$ cat src/rtl/cavlc_pkg.sv
// rtl/cavlc_pkg.sv - block modes, FSM states, zigzag table and per-mode scan bounds
package cavlc_pkg;

  typedef enum logic [1:0] {
    MODE_LUMA      = 2'd0,
    MODE_AC        = 2'd1,
    MODE_CHROMA_DC = 2'd2,
    MODE_RSVD      = 2'd3
  } mode_e;

  typedef enum logic [1:0] {
    ST_IDLE = 2'd0,
    ST_SCAN = 2'd1,
    ST_DONE = 2'd2
  } state_e;

  localparam int LEN_LUMA      = 16;
  localparam int LEN_AC        = 15;
  localparam int LEN_CHROMA_DC = 4;

  // Scan index -> raster position of a 4x4 block (frame zigzag).
  localparam logic [3:0] ZIGZAG [16] = '{
    4'd0, 4'd1, 4'd4, 4'd8, 4'd5, 4'd2, 4'd3, 4'd6,
    4'd9, 4'd12, 4'd13, 4'd10, 4'd7, 4'd11, 4'd14, 4'd15
  };

  // Highest scan index visited for a block type (scan starts here).
  function automatic logic [3:0] last_idx(input mode_e m);
    return (m == MODE_CHROMA_DC) ? 4'(LEN_CHROMA_DC - 1) : 4'(LEN_LUMA - 1);
  endfunction

  // Lowest scan index visited; AC blocks skip the DC position.
  function automatic logic [3:0] first_idx(input mode_e m);
    return (m == MODE_AC) ? 4'(LEN_LUMA - LEN_AC) : 4'd0;
  endfunction

endpackage

$ cat src/rtl/cavlc_scan_buffer.sv
// rtl/cavlc_scan_buffer.sv - captured coefficient block with scan-order read port
module cavlc_scan_buffer
  import cavlc_pkg::*;
#(
  parameter int COEFF_W = 8
) (
  input  logic                   clk,
  input  logic                   rst,
  input  logic                   i_load,
  input  logic [16*COEFF_W-1:0]  i_coeff,
  input  logic                   i_direct,
  input  logic [3:0]             i_scan_idx,
  output logic [COEFF_W-1:0]     o_coeff
);

  logic [16*COEFF_W-1:0] r_coeffs;
  logic [3:0]            w_pos;

  // Capture the whole raster block when the analyzer accepts it.
  always_ff @(posedge clk or posedge rst) begin
    if (rst) begin
      r_coeffs <= '0;
    end else if (i_load) begin
      r_coeffs <= i_coeff;
    end
  end

  // Chroma DC walks raster order directly; 4x4 blocks go through the zigzag table.
  assign w_pos   = i_direct ? i_scan_idx : ZIGZAG[i_scan_idx];
  assign o_coeff = r_coeffs[int'(w_pos)*COEFF_W +: COEFF_W];

endmodule

$ cat src/rtl/cavlc_coeff_analyzer.sv
// rtl/cavlc_coeff_analyzer.sv - CAVLC coefficient statistics for one residual block
module cavlc_coeff_analyzer
  import cavlc_pkg::*;
#(
  parameter int COEFF_W = 8,
  parameter int MAX_N   = 16
) (
  input  logic                     clk,
  input  logic                     rst,
  input  logic                     in_valid,
  output logic                     in_ready,
  input  logic [1:0]               in_mode,
  input  logic [16*COEFF_W-1:0]    in_coeff,
  output logic                     out_valid,
  input  logic                     out_ready,
  output logic [4:0]               total_coeff,
  output logic [1:0]               t1_cnt,
  output logic [2:0]               t1_sign,
  output logic [4:0]               total_zeros,
  output logic [4:0]               level_cnt,
  output logic [MAX_N*COEFF_W-1:0] level_list,
  output logic [4:0]               run_cnt,
  output logic [MAX_N*5-1:0]       run_list,
  output logic                     mode_err
);

  state_e                   r_state;
  mode_e                    r_mode;
  logic [3:0]               r_idx;
  logic [4:0]               r_total_coeff;
  logic [4:0]               r_total_zeros;
  logic [4:0]               r_level_cnt;
  logic [4:0]               r_run_cnt;
  logic [4:0]               r_run;
  logic [1:0]               r_t1_cnt;
  logic [2:0]               r_t1_sign;
  logic [MAX_N*COEFF_W-1:0] r_level_list;
  logic [MAX_N*5-1:0]       r_run_list;
  logic                     r_mode_err;

  mode_e                    w_in_mode;
  logic                     w_accept;
  logic [COEFF_W-1:0]       w_coeff;
  logic                     w_nz;
  logic                     w_is_one;
  logic                     w_is_t1;

  // Reserved mode is scanned like a luma block; the error flag records it.
  assign w_in_mode = (in_mode == MODE_RSVD) ? MODE_LUMA : mode_e'(in_mode);
  assign w_accept  = (r_state == ST_IDLE) && in_valid;

  cavlc_scan_buffer #(
    .COEFF_W (COEFF_W)
  ) u_scan_buffer (
    .clk        (clk),
    .rst        (rst),
    .i_load     (w_accept),
    .i_coeff    (in_coeff),
    .i_direct   (r_mode == MODE_CHROMA_DC),
    .i_scan_idx (r_idx),
    .o_coeff    (w_coeff)
  );

  assign w_nz     = (w_coeff != '0);
  assign w_is_one = (w_coeff == COEFF_W'(1)) || (w_coeff == {COEFF_W{1'b1}});
  // A +/-1 is a trailing one only until three are seen or a real level breaks the run.
  assign w_is_t1  = w_is_one && (r_t1_cnt != 2'd3) && (r_level_cnt == 5'd0);

  // Control FSM plus all statistics registers, updated one coefficient per scan cycle.
  always_ff @(posedge clk or posedge rst) begin
    if (rst) begin
      r_state       <= ST_IDLE;
      r_mode        <= MODE_LUMA;
      r_idx         <= 4'd0;
      r_total_coeff <= 5'd0;
      r_total_zeros <= 5'd0;
      r_level_cnt   <= 5'd0;
      r_run_cnt     <= 5'd0;
      r_run         <= 5'd0;
      r_t1_cnt      <= 2'd0;
      r_t1_sign     <= 3'd0;
      r_level_list  <= '0;
      r_run_list    <= '0;
      r_mode_err    <= 1'b0;
    end else begin
      case (r_state)
        ST_IDLE: begin
          if (in_valid) begin
            r_mode        <= w_in_mode;
            r_mode_err    <= (in_mode == MODE_RSVD);
            r_idx         <= last_idx(w_in_mode);
            r_total_coeff <= 5'd0;
            r_total_zeros <= 5'd0;
            r_level_cnt   <= 5'd0;
            r_run_cnt     <= 5'd0;
            r_run         <= 5'd0;
            r_t1_cnt      <= 2'd0;
            r_t1_sign     <= 3'd0;
            r_level_list  <= '0;
            r_run_list    <= '0;
            r_state       <= ST_SCAN;
          end
        end
        ST_SCAN: begin
          if (w_nz) begin
            r_total_coeff <= r_total_coeff + 5'd1;
            // The first nonzero has no run before it; later ones close the pending run.
            if (r_total_coeff != 5'd0) begin
              if (int'(r_run_cnt) < MAX_N) begin
                r_run_list[int'(r_run_cnt)*5 +: 5] <= r_run;
              end
              r_run_cnt <= r_run_cnt + 5'd1;
              r_run     <= 5'd0;
            end
            if (w_is_t1) begin
              r_t1_sign[r_t1_cnt] <= w_coeff[COEFF_W-1];
              r_t1_cnt            <= r_t1_cnt + 2'd1;
            end else begin
              if (int'(r_level_cnt) < MAX_N) begin
                r_level_list[int'(r_level_cnt)*COEFF_W +: COEFF_W] <= w_coeff;
              end
              r_level_cnt <= r_level_cnt + 5'd1;
            end
          end else if (r_total_coeff != 5'd0) begin
            r_total_zeros <= r_total_zeros + 5'd1;
            r_run         <= r_run + 5'd1;
          end
          if (r_idx == first_idx(r_mode)) begin
            r_state <= ST_DONE;
          end else begin
            r_idx <= r_idx - 4'd1;
          end
        end
        ST_DONE: begin
          if (out_ready) begin
            r_state <= ST_IDLE;
          end
        end
        default: r_state <= ST_IDLE;
      endcase
    end
  end

  assign in_ready    = (r_state == ST_IDLE);
  assign out_valid   = (r_state == ST_DONE);
  assign total_coeff = r_total_coeff;
  assign t1_cnt      = r_t1_cnt;
  assign t1_sign     = r_t1_sign;
  assign total_zeros = r_total_zeros;
  assign level_cnt   = r_level_cnt;
  assign level_list  = r_level_list;
  assign run_cnt     = r_run_cnt;
  assign run_list    = r_run_list;
  assign mode_err    = r_mode_err;

endmodule

$ cat config.mk
export PLATFORM = sky130hd
export DESIGN_NAME = cavlc_coeff_analyzer
export DESIGN_NICKNAME = d
export VERILOG_FILES = /design/src/rtl/cavlc_pkg.sv /design/src/rtl/cavlc_scan_buffer.sv /design/src/rtl/cavlc_coeff_analyzer.sv
export SDC_FILE = /design/constraint.sdc
export NUM_CORES = 1
export LEC_CHECK = 0
export ABC_AREA = 1
export CAP_MARGIN = 20
export CORE_ASPECT_RATIO = 1.2
export CORE_MARGIN = 4
export CORE_UTILIZATION = 25
export DETAILED_ROUTE_END_ITERATION = 10
export GPL_TIMING_DRIVEN = 1
export MAX_ROUTING_LAYER = met4
export PLACE_DENSITY = 0.46
export SLEW_MARGIN = 20
export SYNTH_ARGS = -nofsm -noshare
export SYNTH_HDL_FRONTEND = slang
export SYNTH_HIERARCHICAL = 1
export SYNTH_SLANG_ARGS = --single-unit
$ cat constraint.sdc
create_clock -name clk -period 9.9 [get_ports clk]
set_clock_uncertainty 0.1 [all_clocks]
set_input_delay 0.99 -clock clk [delete_from_list [all_inputs] [get_ports clk]]
set_output_delay 0.99 -clock clk [all_outputs]
set_load 0.02 [all_outputs]
# ---- Word level (Yosys, flattened, before mapping)
# Memories as Yosys holds them, arrays and structs flattened.
# Index checks and enable logic that the tools add are counted.
dict set report op_classes {
  mux 52
  shifts 5
  n_bitwise 1
  order_cmp 5
  n_reduce_logical 21
  n_eq_ne 21
  div 0
  addsub 9
  mul 1
}
# op count
set ops {}
lappend ops {{$mux 128} 4}
lappend ops {{$mux 80} 4}
lappend ops {{$pmux 128 s2} 1}
lappend ops {{$pmux 80 s2} 1}
lappend ops {{$bwmux 128} 1}
lappend ops {{$shift 8x33->128 const A} 1}
lappend ops {{$shiftx 128x8->8} 1}
lappend ops {{$shiftx 8x33->128} 1}
lappend ops {{$bwmux 80} 1}
lappend ops {{$shift 5x33->80 const A} 1}
lappend ops {{$shiftx 5x33->80} 1}
lappend ops {{$neg 8->33} 2}
lappend ops {{$mux 5} 11}
lappend ops {{$pmux 5 s2} 5}
lappend ops {{$add 5x1->5 const B} 5}
lappend ops {{$mux 4} 6}
lappend ops {{$ne 2x2->1 const B} 11}
lappend ops {{$reduce_and 4->1} 4}
lappend ops {{$mux 2} 7}
lappend ops {{$reduce_and 3->1} 4}
lappend ops {{$lt 5x5->1 const B} 2}
lappend ops {{$reduce_and 5->1} 2}
lappend ops {{$mux 3} 3}
lappend ops {{$eq 2x2->1 const B} 4}
lappend ops {{27 further kinds} 32}
dict set report word_totals {
  mem_count 1
  out_inout_bits 236
  mem_bits_rw 0
  regBits 375
  in_bits 134
  rom_bits 64
  latchBits 0
}
# name depth width rd rd_ports_with_merged_regs wr line_no
set memory_table {}
lappend memory_table {{(no name shown)} 16 4 1 0 0 cavlc_scan_buffer.sv:29} ;# assign w_pos = i_direct ? i_scan_idx : ZIGZAG[i_scan_idx];

# ---- Depth between registers and ports, before layout
dict set report depth {
  word_depth 13
  mapped_depth 26
  depth_no_buf 25
}

# ---- Cells and area by module
# The synthesis kept the hierarchy.
# module cells_each area_per_inst_um2 n_inst seq_area_each_um2
set modules_own_cells {}
lappend modules_own_cells {cavlc_coeff_analyzer 1407 11747.5 1 6180.9}
lappend modules_own_cells {cavlc_scan_buffer 866 6512.5 1 3203.1}

# ---- Least setup slack after synthesis
# OpenSTA, ideal clock, no wires.
dict set report synth_path {
  kind {register to register}
  from {register r_idx[0]}
  to {register r_level_list[104] (netlist: level_list[104])}
  setup_time_ns 0.118
  setup_slack_ns 6.798
  period_less_slack_ns 3.102
  path_stages_with_launch 22
  arrival_time_ns 2.884
  t_required_ns 9.682
  cell_sequence {dfrtp_1 inv_1 ha_1 inv_1 a21oi_1 o21ai_1 nand2_1 nand2_2 buf_1 nand3_1 nand3_1 nand2_1 nor2_1 nand2_1 nor2_1 nor3_1 nand2_1 nand2_4 buf_4 buf_4 nand3_1 nand2_1}
}
dict set report synth_between {
  elab_chain_cells 12
  word_cells_on_any_way 21
  classes_between {eq/ne (4); shift (2); mux (8); bitwise (1); reduce/logical (5); memory (1)}
}
# item line_no
set synth_rtl {}
lappend synth_rtl {{start, declared} cavlc_coeff_analyzer.sv:29} ;# logic [3:0] r_idx;
lappend synth_rtl {{start signal, assigned} cavlc_coeff_analyzer.sv:91} ;# r_idx <= last_idx(w_in_mode);
lappend synth_rtl {{start signal, assigned} cavlc_coeff_analyzer.sv:131} ;# r_idx <= r_idx - 4'd1;
lappend synth_rtl {{$not 4->5 (implied by the code)} cavlc_scan_buffer.sv:29}
lappend synth_rtl {{$mem_v2 16x4} -}
lappend synth_rtl {{$mux 4 (implied by the code) (2 in a row)} cavlc_scan_buffer.sv:29}
lappend synth_rtl {{$mux 4 *} cavlc_scan_buffer.sv:29}
lappend synth_rtl {{$shiftx 128x8->8 *} cavlc_scan_buffer.sv:30} ;# assign o_coeff = r_coeffs[int'(w_pos)*COEFF_W +: COEFF_W];
lappend synth_rtl {{via w_coeff[5]} cavlc_coeff_analyzer.sv:43} ;# logic [COEFF_W-1:0] w_coeff;
lappend synth_rtl {{$shiftx 8x33->128 (tied with other cells)} cavlc_coeff_analyzer.sv:120} ;# r_level_list[int'(r_level_cnt)*COEFF_W +: COEFF_W] <= w_coeff;
lappend synth_rtl {{$bwmux 128 / $logic_or 1x1->1 (equally long branches)} {cavlc_coeff_analyzer.sv:120, cavlc_coeff_analyzer.sv:65}}
lappend synth_rtl {{$mux 128 / $logic_and 1x1->1 (equally long branches)} {cavlc_coeff_analyzer.sv:119, cavlc_coeff_analyzer.sv:67}}
lappend synth_rtl {{$mux 128 / $logic_and 1x1->1 (equally long branches)} {cavlc_coeff_analyzer.sv:115, cavlc_coeff_analyzer.sv:67}}
lappend synth_rtl {{$mux 128 / $ne 2x2->1 (equally long branches)} -}
lappend synth_rtl {{$pmux 128 s2 / $reduce_and 5->1 (equally long branches)} -}
lappend synth_rtl {{end signal, assigned by index} cavlc_coeff_analyzer.sv:120}
lappend synth_rtl {{end, declared} cavlc_coeff_analyzer.sv:37} ;# logic [MAX_N*COEFF_W-1:0] r_level_list;
# Mark *: on every way through the listed nets, which the timed path passes. The rest lies on a longest branch. The select of a mux whose other input is x is not followed.
# A chain may end at the register's enable or synchronous reset.

# ---- Worst setup path after layout
dict set report layout_path {
  from {register r_idx[0]}
  to {register r_level_list[36] (netlist: level_list[36])}
}
# The elaborated chain is that of the path after synthesis.

==> impl_metrics.tcl <==
set metrics [dict create \
    status "finished clean" \
    syn_inst 2273 \
    grt_pass1_vias 17090 \
    power_density_mw_per_mm2 310.7 \
    synth_top_area_share 0.5139 \
    yosysTopAreaCell "dfrtp_1" \
    synthTopCellsByArea "dfrtp_1 51%, nand2_1 15%, nand3_1 9.4%" \
    relSlewSlack 0.2877 \
    final_nets 2754 \
    path_max_fanout 79 \
    drv_cap 0 \
    crit_required_ps 10240 \
    crit_path_frequent_cell "nand2_1" \
    antenna_found_initial 2 \
    fin_crit_ps 6236 \
    min_from "run_list[9]" \
    post-cts-setup-buffers 0 \
    p_leak_nw 11.47 \
    cts_sinks 375 \
    fin_ws_ps 3664 \
    grt_pass1_wl_mm 105.2 \
    rsz0062_at_grt "false" \
    syn_area_mm2 0.01826 \
    final_util 0.3345 \
    crit_type "reg2reg" \
    remaining_drc_errors 0 \
    hold_class "reg2reg" \
    holdPathEnd "run_list[9]" \
    end_kind "register" \
    antenna_left 0 \
    num_vias 16515 \
    crit_family "simple AND/OR/NAND/NOR gates" \
    die_y_um 304.1 \
    fmax_mhz 160.4 \
    switching_power_mw 3.718 \
    insertion_delay_ps 570 \
    holdWs_ps 369.2 \
    gp_congestion 0.8596 \
    setup_viol 0 \
    place_area_mm2 0.02272 \
    tns_ps 0 \
    ys_seq_elements 375 \
    dp_cells 3486 \
    tritoncts "done" \
    cp-start-kind "register" \
    p_int_mw 3.810 \
    num_io_pins 370 \
    drv_slew 0 \
    die_area_mm2 0.07745 \
    crit_path_top_delay_cell "nand2_2" \
    final_area_mm2 0.02423 \
    r2r_end "level_list[36]" \
    ys_seq_area_frac 0.5139 \
    grt_max_degree 136 \
    irDropWorstVdd_uv 160.8 \
    cts_hold_buf 0 \
    r2r-start "r_idx[0]" \
    pwr-share-seq 0.271 \
    crit_buf_inv 2 \
    first_pass_iters 5 \
    finalCritPeriodShare 0.6299 \
    cts_buffers 44 \
    worstPathCellList "inv_1 -> ha_1 -> nand2_1 -> nand3_1 -> nand3_4 -> nand2_2 -> nand2_1 -> nand3_1 -> nand3_1 -> nand3_1 -> nand2_1 -> nor2_1 -> nand2_1 -> nor2_1 -> nor3_1 -> nand2_1 -> nand2_4 -> buf_4 -> nand2_1 -> nand2_1 -> nand2_1" \
    path_clk_slew_ps 60 \
    swShare 0.4939 \
    r2r_setup_slack_ps 3660 \
    cts_root_buffer "clkbuf_16" \
    wl_mm 68.50 \
    finalHoldViolCount 0 \
    crit_arrival_ps 6580 \
    htreeDepth 2 \
    finalPower_mw 7.528 \
    clk_path_buf_depth 3 \
    io_buffers 369 \
    p_comb_frac 0.507 \
    synth_warnings 6 \
    pre_cts_slack_ps 3755 \
    syn_to_final_growth_pct 32.68 \
    p_clk_frac 0.221 \
    synth.distinct_cells 43 \
    final_cell_count_no_fill 3569 \
    avgRoutedWirePerCell_um 19.19 \
    track_usage 0.1791 \
    slowest_delay_ps 800 \
    drive_above_1_share 0.06573 \
    ff2ff_path_depth 21 \
    place_hpwl_mm 51.45 \
    worstHoldPathCells 2 \
    syn-num-nets 2429 \
    syn_avg_cell_area_um2 8.033 \
    core_area_mm2 0.07243 \
    grt-ovfl-total 0 \
    start_util 0.2521 \
    drt_iter0_markers 1119 \
    tightestPinTransition_ps 1065 \
    chipWidth_um 254.7 \
    cts_resized 0 \
    rows 108 \
    viasPerCell 4.627 \
]
synth_stat cells (all sizes together):
| master | instances |
|---|---|
| a21oi | 10 |
| a22oi | 1 |
| a31oi | 3 |
| buf | 60 |
| clkbuf | 40 |
| clkinv | 2 |
| dfrtp | 375 |
| ha | 22 |
| inv | 221 |
| mux2i | 1 |
| nand2 | 741 |
| nand3 | 351 |
| nand3b | 3 |
| nand4 | 58 |
| nor2 | 117 |
| nor3 | 21 |
| nor4 | 1 |
| o211ai | 1 |
| o21ai | 221 |
| o31ai | 7 |
| or2 | 1 |
| xnor2 | 1 |
| xor2 | 15 |
layout by cell type, fill, tap and decap left out, types with 4 or more instances in the layout:
cell / count
clkinv_2: 7
buf_4: 5
bufinv_16: 4
clkbuf_8: 7
nand3_1: 342
dfrtp_1: 375
nor2_8: 4
ha_1: 22
o21ai_0: 186
clkinvlp_4: 5
clkdlybuf4s50_1: 369
clkbuf_1: 10
inv_1: 200
buf_6: 5
nand4_1: 58
nand3_2: 7
nor2_2: 13
nand2_4: 9
clkbuf_16: 45
inv_2: 18
nand2_1: 715
nor2_1: 91
o21ai_1: 32
nand2_2: 17
xor2_1: 14
o31ai_1: 7
a21oi_1: 8
nor2_4: 9
nor3_1: 19
logic make-up after synthesis:
logic type	after synthesis	synth area share
DFF	375	0.5139
and+or+nand+nor	1293	0.3184
xor gates and xnor gates	16	0.008497
adders and majority gates	22	0.01507
buffers and inverters	323	0.07339
muxes	1	0.0005482
AOI/OAI and AO/OA	243	0.07017
registers in the layout (all words and copies together), names as in the netlist, 2 cells and up:
name and count:
run_cnt 5, r_mode 2, t1_sign 3, total_coeff 5, r_run 5, level_list 128, level_cnt 5, r_idx 4
total_zeros 5, run_list 80, r_state 2, u_scan_buffer/r_coeffs 128, t1_cnt 2
worst max path at each step:
| stage | slack, ps | start | cells past startpoint | endpoint |
|---|---|---|---|---|
| after detailed placement | 3750 | r_idx[0] | 21 | level_list[91] |
| after CTS | 3720 | r_idx[0] | 21 | level_list[93] |
| final | 3660 | r_idx[0] | 21 | level_list[36] |
| after global placement | 3340 | r_idx[0] | 22 | level_list[91] |
| after global routing | 3120 | r_idx[0] | 21 | level_list[88] |
| after floorplan | 2020 | rst | 1 | level_cnt[0] |
metal layers:
metal | wire [um] | global-route usage | part of all wire | vias to the layer above
met5 | 0 | - | 0 | -
li1 | - | - | - | 8013
met3 | 3943 | 0.03530 | 0.058 | 100
met1 | 29040 | 0.2192 | 0.42 | 7895
met4 | 2207 | 0.05419 | 0.032 | 0
met2 | 33300 | 0.2995 | 0.49 | 507
layout make-up:
class,instances,area [um2]
diodes,2,5.005
clock buffers,62,1260
clock inverters,18,214.0
fillers,7688,48200
inverters,223,853.3
multi-input cells,1575,7553
flip-flops and latches,375,9384
well taps,935,1170
repair buffers,379,3787
power groups by stage:
stage | registers, mW | clock network [mW] | logic [mW]
global placement | 2.06 | 0 | 3.79
floorplan | 2.09 | 0 | 2.54
global route | 2.08 | 1.78 | 4.24
CTS | 2.04 | 1.72 | 3.83
finish | 2.04 | 1.67 | 3.82
detailed placement | 2.07 | 0 | 3.81
worst register-to-register path, cell delays in order (launching register included):
cell	delay, ps
dfrtp_1	520
inv_1	210
ha_1	260
nand2_1	70
nand3_1	130
nand3_4	530
nand2_2	810
nand2_1	260
nand3_1	140
nand3_1	190
nand3_1	140
nand2_1	400
nor2_1	100
nand2_1	90
nor2_1	120
nor3_1	160
nand2_1	130
nand2_4	430
buf_4	730
nand2_1	400
nand2_1	140
nand2_1	60
Note: power is estimated with default switching activity, not from simulation.
